--- config.mk ---
export PLATFORM = sky130hd
export DESIGN_NAME = vga_word_fetch_flat
export DESIGN_NICKNAME = d
export VERILOG_FILES = /design/src/rtl/vga_word_fetch_if.sv /design/src/rtl/vga_word_fetch.sv /design/src/flat_wrapper.sv
export SDC_FILE = /design/constraint.sdc
export NUM_CORES = 1
export LEC_CHECK = 0
export CELL_PAD_IN_SITES_DETAIL_PLACEMENT = 1
export CELL_PAD_IN_SITES_GLOBAL_PLACEMENT = 1
export CORE_MARGIN = 1
export CORE_UTILIZATION = 43
export CTS_CLUSTER_SIZE = 14
export DETAILED_ROUTE_END_ITERATION = 8
export PLACE_DENSITY = 0.92
export SLEW_MARGIN = 0
export SYNTH_ARGS = -nofsm -noshare
export SYNTH_HDL_FRONTEND = slang
export SYNTH_SLANG_ARGS = --single-unit
--- constraint.sdc ---
create_clock -name CLK_50 -period 4.1 [get_ports CLK_50]
set_input_delay 0.41 -clock CLK_50 [delete_from_list [all_inputs] [get_ports CLK_50]]
set_output_delay 0.41 -clock CLK_50 [all_outputs]
set_load 0.02 [all_outputs]
--- src/rtl/vga_word_fetch_if.sv ---
// Shared-memory read port between the word fetcher (master) and memory (slave).
// No added latency; request and address are held until the memory acknowledges.
// Backpressure: memory stalls the fetcher by keeping mem_rd_ack low.
interface vga_word_fetch_if #(
  parameter int unsigned DATA_WIDTH = 16,
  parameter int unsigned ADDR_WIDTH = 12
);
  logic                  mem_rd_req;
  logic [ADDR_WIDTH-1:0] mem_rd_addr;
  logic                  mem_rd_ack;
  logic [DATA_WIDTH-1:0] mem_rd_data;

  modport master (output mem_rd_req, output mem_rd_addr, input mem_rd_ack, input mem_rd_data);
  modport slave  (input mem_rd_req, input mem_rd_addr, output mem_rd_ack, output mem_rd_data);
endinterface

--- src/rtl/vga_word_fetch.sv ---
// Prefetches frame-buffer words and presents the word covering pixel_x; optional VGA_FETCH_UNDERRUN_CNT_EN adds underrun_count.
// Latency: pixel_in switches on the edge where pixel_x enters a new word; a fetch starts <=2 cycles after each swap.
// Backpressure: a late memory ack cannot stall the raster; the word is replaced by 0 and underrun pulses.
module vga_word_fetch #(
  parameter int unsigned DATA_WIDTH              = 16,
  parameter int unsigned ADDR_WIDTH              = 12,
  parameter int unsigned BITS_PER_MEMORY_PIXEL_X = 2,
  parameter int unsigned BITS_PER_MEMORY_PIXEL_Y = 3,
  parameter int unsigned HEX_START_X             = 512,
  parameter int unsigned AREA_LINES              = 384,
  parameter int unsigned H_TOTAL                 = 800,
  parameter int unsigned V_TOTAL                 = 525
) (
  input  logic                  CLK_50,
  input  logic                  RESET_N,
  input  logic [9:0]            pixel_x,
  input  logic [9:0]            pixel_y,
  vga_word_fetch_if.master      mem,
  output logic [DATA_WIDTH-1:0] pixel_in,
`ifdef VGA_FETCH_UNDERRUN_CNT_EN
  output logic [15:0]           underrun_count,
`endif
  output logic                  underrun
);
  localparam int unsigned PPW    = DATA_WIDTH << BITS_PER_MEMORY_PIXEL_X;
  localparam int unsigned WPR    = HEX_START_X / PPW;
  localparam int unsigned LAST_X = (WPR - 1) * PPW;

  typedef enum logic [1:0] {S_IDLE, S_REQ, S_FULL} state_t;
  state_t r_state, w_state_nxt;

  logic [31:0]           w_x, w_y, w_yn;
  logic [ADDR_WIDTH-1:0] w_tgt_addr;
  logic                  w_tgt_vld, w_swap, w_blank, w_ready, w_load, w_urun;
  logic [DATA_WIDTH-1:0] r_nbuf, r_pixel;
  logic [ADDR_WIDTH-1:0] r_ntag, r_addr;
  logic                  r_nvld, r_stale, r_underrun;

  always_comb begin
    w_x  = 32'(pixel_x);
    w_y  = 32'(pixel_y);
    w_yn = (w_y == V_TOTAL - 1) ? 32'd0 : w_y + 32'd1;
    if (w_x < LAST_X && w_y < AREA_LINES) begin
      w_tgt_addr = ADDR_WIDTH'((w_y >> BITS_PER_MEMORY_PIXEL_Y) * WPR + w_x / PPW + 32'd1);
      w_tgt_vld  = 1'b1;
    end else begin
      w_tgt_addr = ADDR_WIDTH'((w_yn >> BITS_PER_MEMORY_PIXEL_Y) * WPR);
      w_tgt_vld  = (w_yn < AREA_LINES);
    end
    // The target at a swap point is exactly the word that must be shown next.
    w_swap  = (w_x == H_TOTAL - 1) ||
              (w_y < AREA_LINES && w_x < LAST_X && (w_x % PPW) == PPW - 1);
    w_blank = (w_x == HEX_START_X - 1);
    w_ready = r_nvld && (r_ntag == w_tgt_addr);
    w_urun  = w_swap && w_tgt_vld && !w_ready;
  end

  always_comb begin
    w_state_nxt = r_state;
    w_load      = 1'b0;
    unique case (r_state)
      S_IDLE: begin
        // Never start a fetch on a swap cycle: that target is being consumed now.
        if (w_tgt_vld && !w_swap && (!r_nvld || r_ntag != w_tgt_addr))
          w_state_nxt = S_REQ;
      end
      S_REQ: begin
        if (mem.mem_rd_ack) begin
          if (r_stale || w_swap) begin
            w_state_nxt = S_IDLE;
          end else begin
            w_state_nxt = S_FULL;
            w_load      = 1'b1;
          end
        end
      end
      S_FULL: begin
        if (w_swap) w_state_nxt = S_IDLE;
      end
      default: w_state_nxt = S_IDLE;
    endcase
  end

  always_ff @(posedge CLK_50 or negedge RESET_N) begin
    if (!RESET_N) r_state <= S_IDLE;
    else          r_state <= w_state_nxt;
  end

  always_ff @(posedge CLK_50 or negedge RESET_N) begin
    if (!RESET_N) begin
      r_addr     <= '0;
      r_nbuf     <= '0;
      r_ntag     <= '0;
      r_nvld     <= 1'b0;
      r_stale    <= 1'b0;
      r_pixel    <= '0;
      r_underrun <= 1'b0;
    end else begin
      r_underrun <= w_urun;
      if (r_state == S_IDLE && w_state_nxt == S_REQ) r_addr <= w_tgt_addr;
      if (w_load) begin
        r_nbuf <= mem.mem_rd_data;
        r_ntag <= r_addr;
        r_nvld <= 1'b1;
      end else if (r_state == S_FULL && w_swap) begin
        r_nvld <= 1'b0;
      end
      if (r_state == S_REQ) r_stale <= mem.mem_rd_ack ? 1'b0 : (r_stale || w_swap);
      if (w_swap) r_pixel <= (w_tgt_vld && w_ready) ? r_nbuf : '0;
      else if (w_blank) r_pixel <= '0;
    end
  end

`ifdef VGA_FETCH_UNDERRUN_CNT_EN
  logic [15:0] r_urun_cnt;
  always_ff @(posedge CLK_50 or negedge RESET_N) begin
    if (!RESET_N) r_urun_cnt <= '0;
    else if (w_urun && r_urun_cnt != 16'hFFFF) r_urun_cnt <= r_urun_cnt + 16'd1;
  end
  assign underrun_count = r_urun_cnt;
`endif

  assign mem.mem_rd_req  = (r_state == S_REQ);
  assign mem.mem_rd_addr = r_addr;
  assign pixel_in        = r_pixel;
  assign underrun        = r_underrun;
endmodule

--- src/flat_wrapper.sv ---
// flat-port wrapper written by rule: the top's interface ports become plain ports
module vga_word_fetch_flat 
#(
  parameter int unsigned DATA_WIDTH              = 16,
  parameter int unsigned ADDR_WIDTH              = 12,
  parameter int unsigned BITS_PER_MEMORY_PIXEL_X = 2,
  parameter int unsigned BITS_PER_MEMORY_PIXEL_Y = 3,
  parameter int unsigned HEX_START_X             = 512,
  parameter int unsigned AREA_LINES              = 384,
  parameter int unsigned H_TOTAL                 = 800,
  parameter int unsigned V_TOTAL                 = 525
)
  (CLK_50, RESET_N, pixel_x, pixel_y, pixel_in, underrun, mem_mem_rd_req, mem_mem_rd_addr, mem_mem_rd_ack, mem_mem_rd_data);
  vga_word_fetch_if #(.DATA_WIDTH(DATA_WIDTH), .ADDR_WIDTH(ADDR_WIDTH)) mem_i ();
  input  logic CLK_50;
  input  logic RESET_N;
  input  logic [9:0] pixel_x;
  input  logic [9:0] pixel_y;
  output logic [DATA_WIDTH-1:0] pixel_in;
  output logic underrun;
  output wire logic [$bits(mem_i.mem_rd_req)-1:0] mem_mem_rd_req;
  output wire logic [$bits(mem_i.mem_rd_addr)-1:0] mem_mem_rd_addr;
  input wire logic [$bits(mem_i.mem_rd_ack)-1:0] mem_mem_rd_ack;
  input wire logic [$bits(mem_i.mem_rd_data)-1:0] mem_mem_rd_data;
  assign mem_mem_rd_req = mem_i.mem_rd_req;
  assign mem_mem_rd_addr = mem_i.mem_rd_addr;
  assign mem_i.mem_rd_ack = mem_mem_rd_ack;
  assign mem_i.mem_rd_data = mem_mem_rd_data;
  vga_word_fetch #(.DATA_WIDTH(DATA_WIDTH), .ADDR_WIDTH(ADDR_WIDTH), .BITS_PER_MEMORY_PIXEL_X(BITS_PER_MEMORY_PIXEL_X), .BITS_PER_MEMORY_PIXEL_Y(BITS_PER_MEMORY_PIXEL_Y), .HEX_START_X(HEX_START_X), .AREA_LINES(AREA_LINES), .H_TOTAL(H_TOTAL), .V_TOTAL(V_TOTAL)) u_core (.CLK_50(CLK_50), .RESET_N(RESET_N), .pixel_x(pixel_x), .pixel_y(pixel_y), .mem(mem_i), .pixel_in(pixel_in), .underrun(underrun));
endmodule
# --- Yosys cells after proc, flatten, opt, wreduce, memory -nomap -nowiden ---
# Index checks and enable logic that the tools add are counted.
op_classes:
  magnitude_cmp: 3
  reduce_logical: 19
  eq_ne: 9
  mux: 17
  add_sub_neg: 3
op_table:
  columns: ["operator", "count"]
  rows:
  - ["16-bit two-way mux", 3]
  - ["32-bit by 9-bit less-than comparator with 1-bit output, second input constant", 1]
  - ["32-bit two-way mux", 1]
  - ["10-bit == test, second input constant", 2]
  - ["10-bit by 9-bit less-than comparator with 1-bit output, second input constant", 2]
  - ["12-bit by 1-bit adder with 12-bit output, second input constant", 1]
  - ["12-bit == test", 1]
  - ["12-bit two-way mux", 1]
  - ["12-bit != test", 1]
  - ["10-bit by 1-bit adder with 11-bit output, second input constant", 1]
  - ["10-bit by 4-bit adder with 11-bit output", 1]
  - ["10-bit by 9-bit == test with 1-bit output, second input constant", 1]
  - ["1-bit logical AND", 10]
  - ["2-bit two-way mux", 4]
  - ["1-bit two-way mux", 7]
  - ["6-bit == test, second input constant", 1]
  - ["2-bit case mux with 3 select lines", 1]
  - ["2-bit by 1-bit == test with 1-bit output, second input constant", 2]
  - ["2-bit nonzero test", 2]
  - ["1-bit zero test", 3]
  - ["1-bit logical OR", 3]
  - ["2-bit == test, second input constant", 1]
  - ["2-bit zero test", 1]
word_totals:
  register_bits: 61
  in_bits: 39

# --- Depth between registers and ports, before layout ---
depth:
  depth_word: 11
  ltp_mapped: 11

# --- Worst setup path before layout ---
# No wires, ideal clock.
synth_timing:
  kind: "in2reg"
  startpoint: "input pixel_x[9]"
  endpoint: "register u_core.r_addr[3] (netlist: u_core.mem.mem_rd_addr[3])"
  slack_ns: 1.199
  setup_ns: 0.125
  t_arrival_ns: 2.776
  n_path_buf: 1
  stages: 11
  path_cell_list: "ha_1 > ha_1 > nand2_1 > o2111a_1 > a311oi_1 > xnor2_1 > xor2_1 > nand4b_2 > o21ai_2 > buf_6 > mux2_4"
synth_between:
  elab_chain_cells: 11
  elab_cells_between_ends: 22
synth_rtl:
  columns: ["item", "line", "source"]
  rows:
  - ["start: declaration", "flat_wrapper.sv:17", "input logic [9:0] pixel_x;"]
  - ["parallel branches: the longest is 11 deep, another holds 12-bit by 1-bit adder with 12-bit output", null, null]
  - ["end signal: assignment", "vga_word_fetch.sv:100", "if (r_state == S_IDLE && w_state_nxt == S_REQ) r_addr <= w_tgt_addr;"]
  - ["end: declaration", "vga_word_fetch.sv:36", "logic [ADDR_WIDTH-1:0] r_ntag, r_addr;"]
# Parallel ways; which one is timed is not known.
# A chain may end at the register's enable or synchronous reset.

# --- Worst setup path after layout ---
layout_timing:
  startpoint: "input pixel_x[9]"
  endpoint: "register u_core.r_addr[2] (netlist: u_core.mem.mem_rd_addr[2])"
# The elaborated chain is that of the path after synthesis.

==> impl_summary.log <==
[metrics] outcome: finished, final reports clean
[metrics] clock-pin slew on the worst setup and hold paths: about 0.07 ns
[metrics] die area: 0.007470 sq mm
[metrics] wire length of the first global-routing pass: between 10000 and 15000 microns
[metrics] site row count: 30
[metrics] Die Wd: just under 90 microns
[metrics] maximum number of pins on one net before global-route repair: around 50
[metrics] final hold violation count: 0
[metrics] Worst Clk Skew: 0.01027 ns
[metrics] netlist area before placement: 0.003065 sq mm
[metrics] antenna violation net count after detailed routing: 0
[metrics] Critical Path Start Type: input port
[metrics] adder-cell area share of the yosys netlist: under 10%
[metrics] worst skew pair latency: roughly 0.34 ns
[metrics] quantity of I/O buffers inserted on ports: between 60 and 70
[metrics] warnings from Yosys: 0
[metrics] Area growth syn-to-layout: 31.22%
[metrics] type of the tightest min-delay check: in2async
[metrics] sequential cell area: roughly 0.0015 sq mm
[metrics] number of remaining DRC errors: 0
[metrics] combinational family with the most area after synthesis: multiplexers
[metrics] number of levels the H-tree was split into: 3
[metrics] maximum vdd drop: around 0.29 mV
[metrics] compound-cell area share of the yosys netlist: between 10% and 20%
[metrics] dominant cell type by count on the critical path: ha_1
[metrics] WL/cell: slightly above 20 microns
[metrics] standby leakage power: around 1.8 nW
[metrics] number of optimization iterations in the first detailed-route pass: 4
[metrics] number of buffers and inverters on the critical path: 2
[metrics] Critical Path RT: 4.32 ns
[metrics] count of final max-slew check failures: 0
[metrics] count of cell types in the netlist: 50
[metrics] number of cell instances on the worst register-to-register path: 8
[metrics] cell count along the critical path: 12
[metrics] sum of negative setup slack: 0 ns
[metrics] CTS tree: yes
[metrics] maximum single-stage delay on the critical path: around 0.52 ns
[metrics] number of inserted diodes: 0
[metrics] Post-Synth Simple-Gate Area: between 10% and 20%
[metrics] vias: between 2000 and 2500
[metrics] Total Nets Final: 374
[metrics] Iter 0 DRT Violations: 100
[metrics] IO Pins: 69
[metrics] Syn Inst Count: ~250
[metrics] fraction of post-synthesis cell area in the top cell type by area: between 40% and 50%
[metrics] final-layout fill cell count: slightly above 700
[metrics] grt ovf: 0
[metrics] timing-limited maximum frequency: between 200 and 300 MHz
[metrics] Final Cycle Share: slightly above 90%
[metrics] total area of multi-input combinational cells: between 0.001 and 0.0015 sq mm
[metrics] Clk Tree Root Cell: clkbuf_8
[metrics] pwr/cell area: around 520 mW/mm^2
[metrics] number of setup violations in the final report: 0
[metrics] transition time of the tightest slew-check pin: a little under 0.7 ns
[metrics] global routing usage summed across all routing layers: between 20% and 30%
[metrics] CP max stage cell: clkdlybuf4s50_1
[metrics] min Tclk post-route: approximately 3.7 ns
[metrics] Primary FF master, synth: dfrtp_1
[metrics] number of sinks handled by clock tree synthesis: 61
[metrics] synthesized net count: roughly 300
[metrics] number of flops mapped to enable cells by yosys: 0
[metrics] Die H: approximately 86 microns
[metrics] XOR/XNOR share of the synthesized area: 5.388%
[metrics] category of the most critical setup path: in2reg
[metrics] Worst slew margin: a little over half
[metrics] leading cell types by total area after synthesis: dfrtp_1 50%, mux2_2 11%, a22o_1 4.6%, xnor2_1 3.1%, buf_6 2.2%
[metrics] RePlAce Congestion: around 0.83
[metrics] Power, Total: about 0.0021 W
[metrics] number of storage elements in the synthesis netlist: between 60 and 70
[metrics] proportion of register bits with asynchronous set or reset after synthesis: 100.0%
[metrics] half-perimeter wire length of the detailed placement result: 6092 microns
[metrics] share of synthesized area occupied by flip-flops and latches: between 40% and 50%
[metrics] kind of cell adding the most delay to the critical path: compound AO/OA/AOI/OAI gates
[metrics] effective utilization at floorplan: between 40% and 50%
[metrics] average cell area after synthesis: 12.07 sq um
[metrics] leading area contributor after synthesis: dfrtp_1
[metrics] setup repair after global routing missed its margin: no
[metrics] Max Fanout on Critical Path: 5
[metrics] CP Capture Type: register
[metrics] largest buffer count on any clock path: 2
[metrics] fraction of layout instances using a drive strength above 1: approximately 21%
[metrics] Final Routed Wirelength: just under 9000 microns
[metrics] Post-CTS Repair Setup Buffers: 0
[metrics] core region area: 0.006832 sq mm
[metrics] number of clock buffers inserted by TritonCTS: 9
[metrics] mux contribution to synthesized area: 13.27%
[metrics] number of antenna violations at the first check in global routing: 0
[metrics] DR vias/cell: around 5.5
[metrics] final core utilization: around three fifths
[metrics] via count of the first global-routing pass: roughly 2600
[metrics] max capacitance violation total: 0
[metrics] critical path, cell by cell: clkdlybuf4s50_1, ha_1, ha_1, nand2_1, o2111a_1, a311oi_1, xnor2_1, xor2_1, nand4b_2, o21ai_2, buf_4, mux2_2
[metrics] arrival time of the worst setup path: slightly below 4 ns
[area by class of cell]
cell class	instances	share of cell area, %
repair buffers	77	18.54
multi-input cells	173	35.18
well taps	96	2.986
flip-flops and latches	61	37.95
clock inverters	4	1.244
inverters	9	0.8398
clock buffers	11	3.266
[where the power goes]
part	leakage [nW]	internal [W]	switching, W
registers	0.784	0.000772	0.000133
logic	0.890	0.000367	0.000320
clock network	0.0854	0.000277	0.000240
total	1.76	0.00142	0.000693
[flip-flops by register name, indices dropped and copies added, names as in the netlist]
register	flops
u_core.pixel_in	16
u_core.r_nbuf	16
u_core.mem.mem_rd_addr	12
u_core.r_ntag	12
u_core.r_state	2
u_core.r_nvld	1
u_core.r_stale	1
u_core.underrun	1
[timing repair]
action / CTS / global route
hold buffers: 1 / 0
endpoints found under the hold margin: 13 / 0
resized for setup: 0 / 0
[routing by layer]
| metal | part of all wire, % | GRT usage (%) | vias up | wire, microns |
|---|---|---|---|---|
| met5 | 0 | 0 | - | 0 |
| met4 | 2.4 | 8.788 | 0 | 210 |
| met3 | 3.4 | 7.143 | 19 | 302 |
| met2 | 52 | 45.17 | 54 | 4616 |
| met1 | 42 | 31.73 | 1213 | 3731 |
| li1 | - | - | 1080 | - |
[layout by cell type (no fill, tap or decap), drive strengths merged, types with 2 or more instances in the layout]
master         synthesis  routed
a211oi                 2       2
a21oi                  9       9
a22o                  16      16
a31oi                  3       3
and2                   4       4
and3                   2       2
and4                   2       2
buf                    9       9
clkbuf                 2      11
clkdlybuf4s50          0      67
clkinvlp               0       2
dfrtp                 61      61
ha                     4       4
inv                    9       9
mux2                  33      33
mux2i                  2       2
nand2                 13      13
nand2b                 3       3
nand3                  7       7
nand4                  6       6
nor2                  10      10
nor3                   2       2
nor4                   5       5
nor4b                  2       2
o21ai                 12      12
or3                    4       4
xnor2                 11      11
xor2                   7       7
[per-stage QoR]
stage	hold slack, ns	std cells	area, sq um	setup WS (ns)
after floorplan	0.1144	254	3065	1.199
after global placement	0.3167	415	3831	0.5342
after detailed placement	0.3177	415	3831	0.2548
after CTS	0.4809	431	4023	0.4262
after global routing	0.4914	431	4023	0.2524
final	0.4842	431	4023	0.3886
[final timing paths]
path                             startpoint                   endpoint  slack (ns)
max in group asynchronous           RESET_N         u_core.pixel_in[4]        2.71
setup reg to reg           u_core.r_ntag[1]  u_core.mem.mem_rd_addr[2]        1.62
min in group CLK_50           u_core.r_nvld              u_core.r_nvld        0.49
setup / recovery                 pixel_x[9]  u_core.mem.mem_rd_addr[2]        0.39
hold reg to reg               u_core.r_nvld              u_core.r_nvld        0.49
hold / removal                      RESET_N        u_core.pixel_in[11]        0.48
[kinds of logic (layout without fill, tap and decap cells)]
| kind of cell | Yosys count | count (layout) |
|---|---|---|
| simple gates | 63 | 63 |
| xor+xnor | 18 | 18 |
| flops | 61 | 61 |
| mux | 35 | 35 |
| buf+inv | 20 | 101 |
| compound gates | 53 | 53 |
| fa+ha+maj | 4 | 4 |
[Yosys cell counts (2+ instances only)]
library cell  count
xor2_1            6
clkbuf_1          2
a31oi_1           3
nor2_1            9
dfrtp_1          61
mux2_2           29
nor4_1            4
a22o_1           16
ha_1              4
o21ai_2           2
buf_6             6
nand3_1           6
or3_1             4
a21oi_1           9
and2_1            4
nand4_1           6
inv_1             9
mux2i_1           2
and4_1            2
o21ai_0          10
nand2b_1          3
nor4b_2           2
nand2_1          12
and3_1            2
buf_2             3
mux2_4            4
xnor2_1          11
Note: power is estimated with default switching activity, not from simulation.
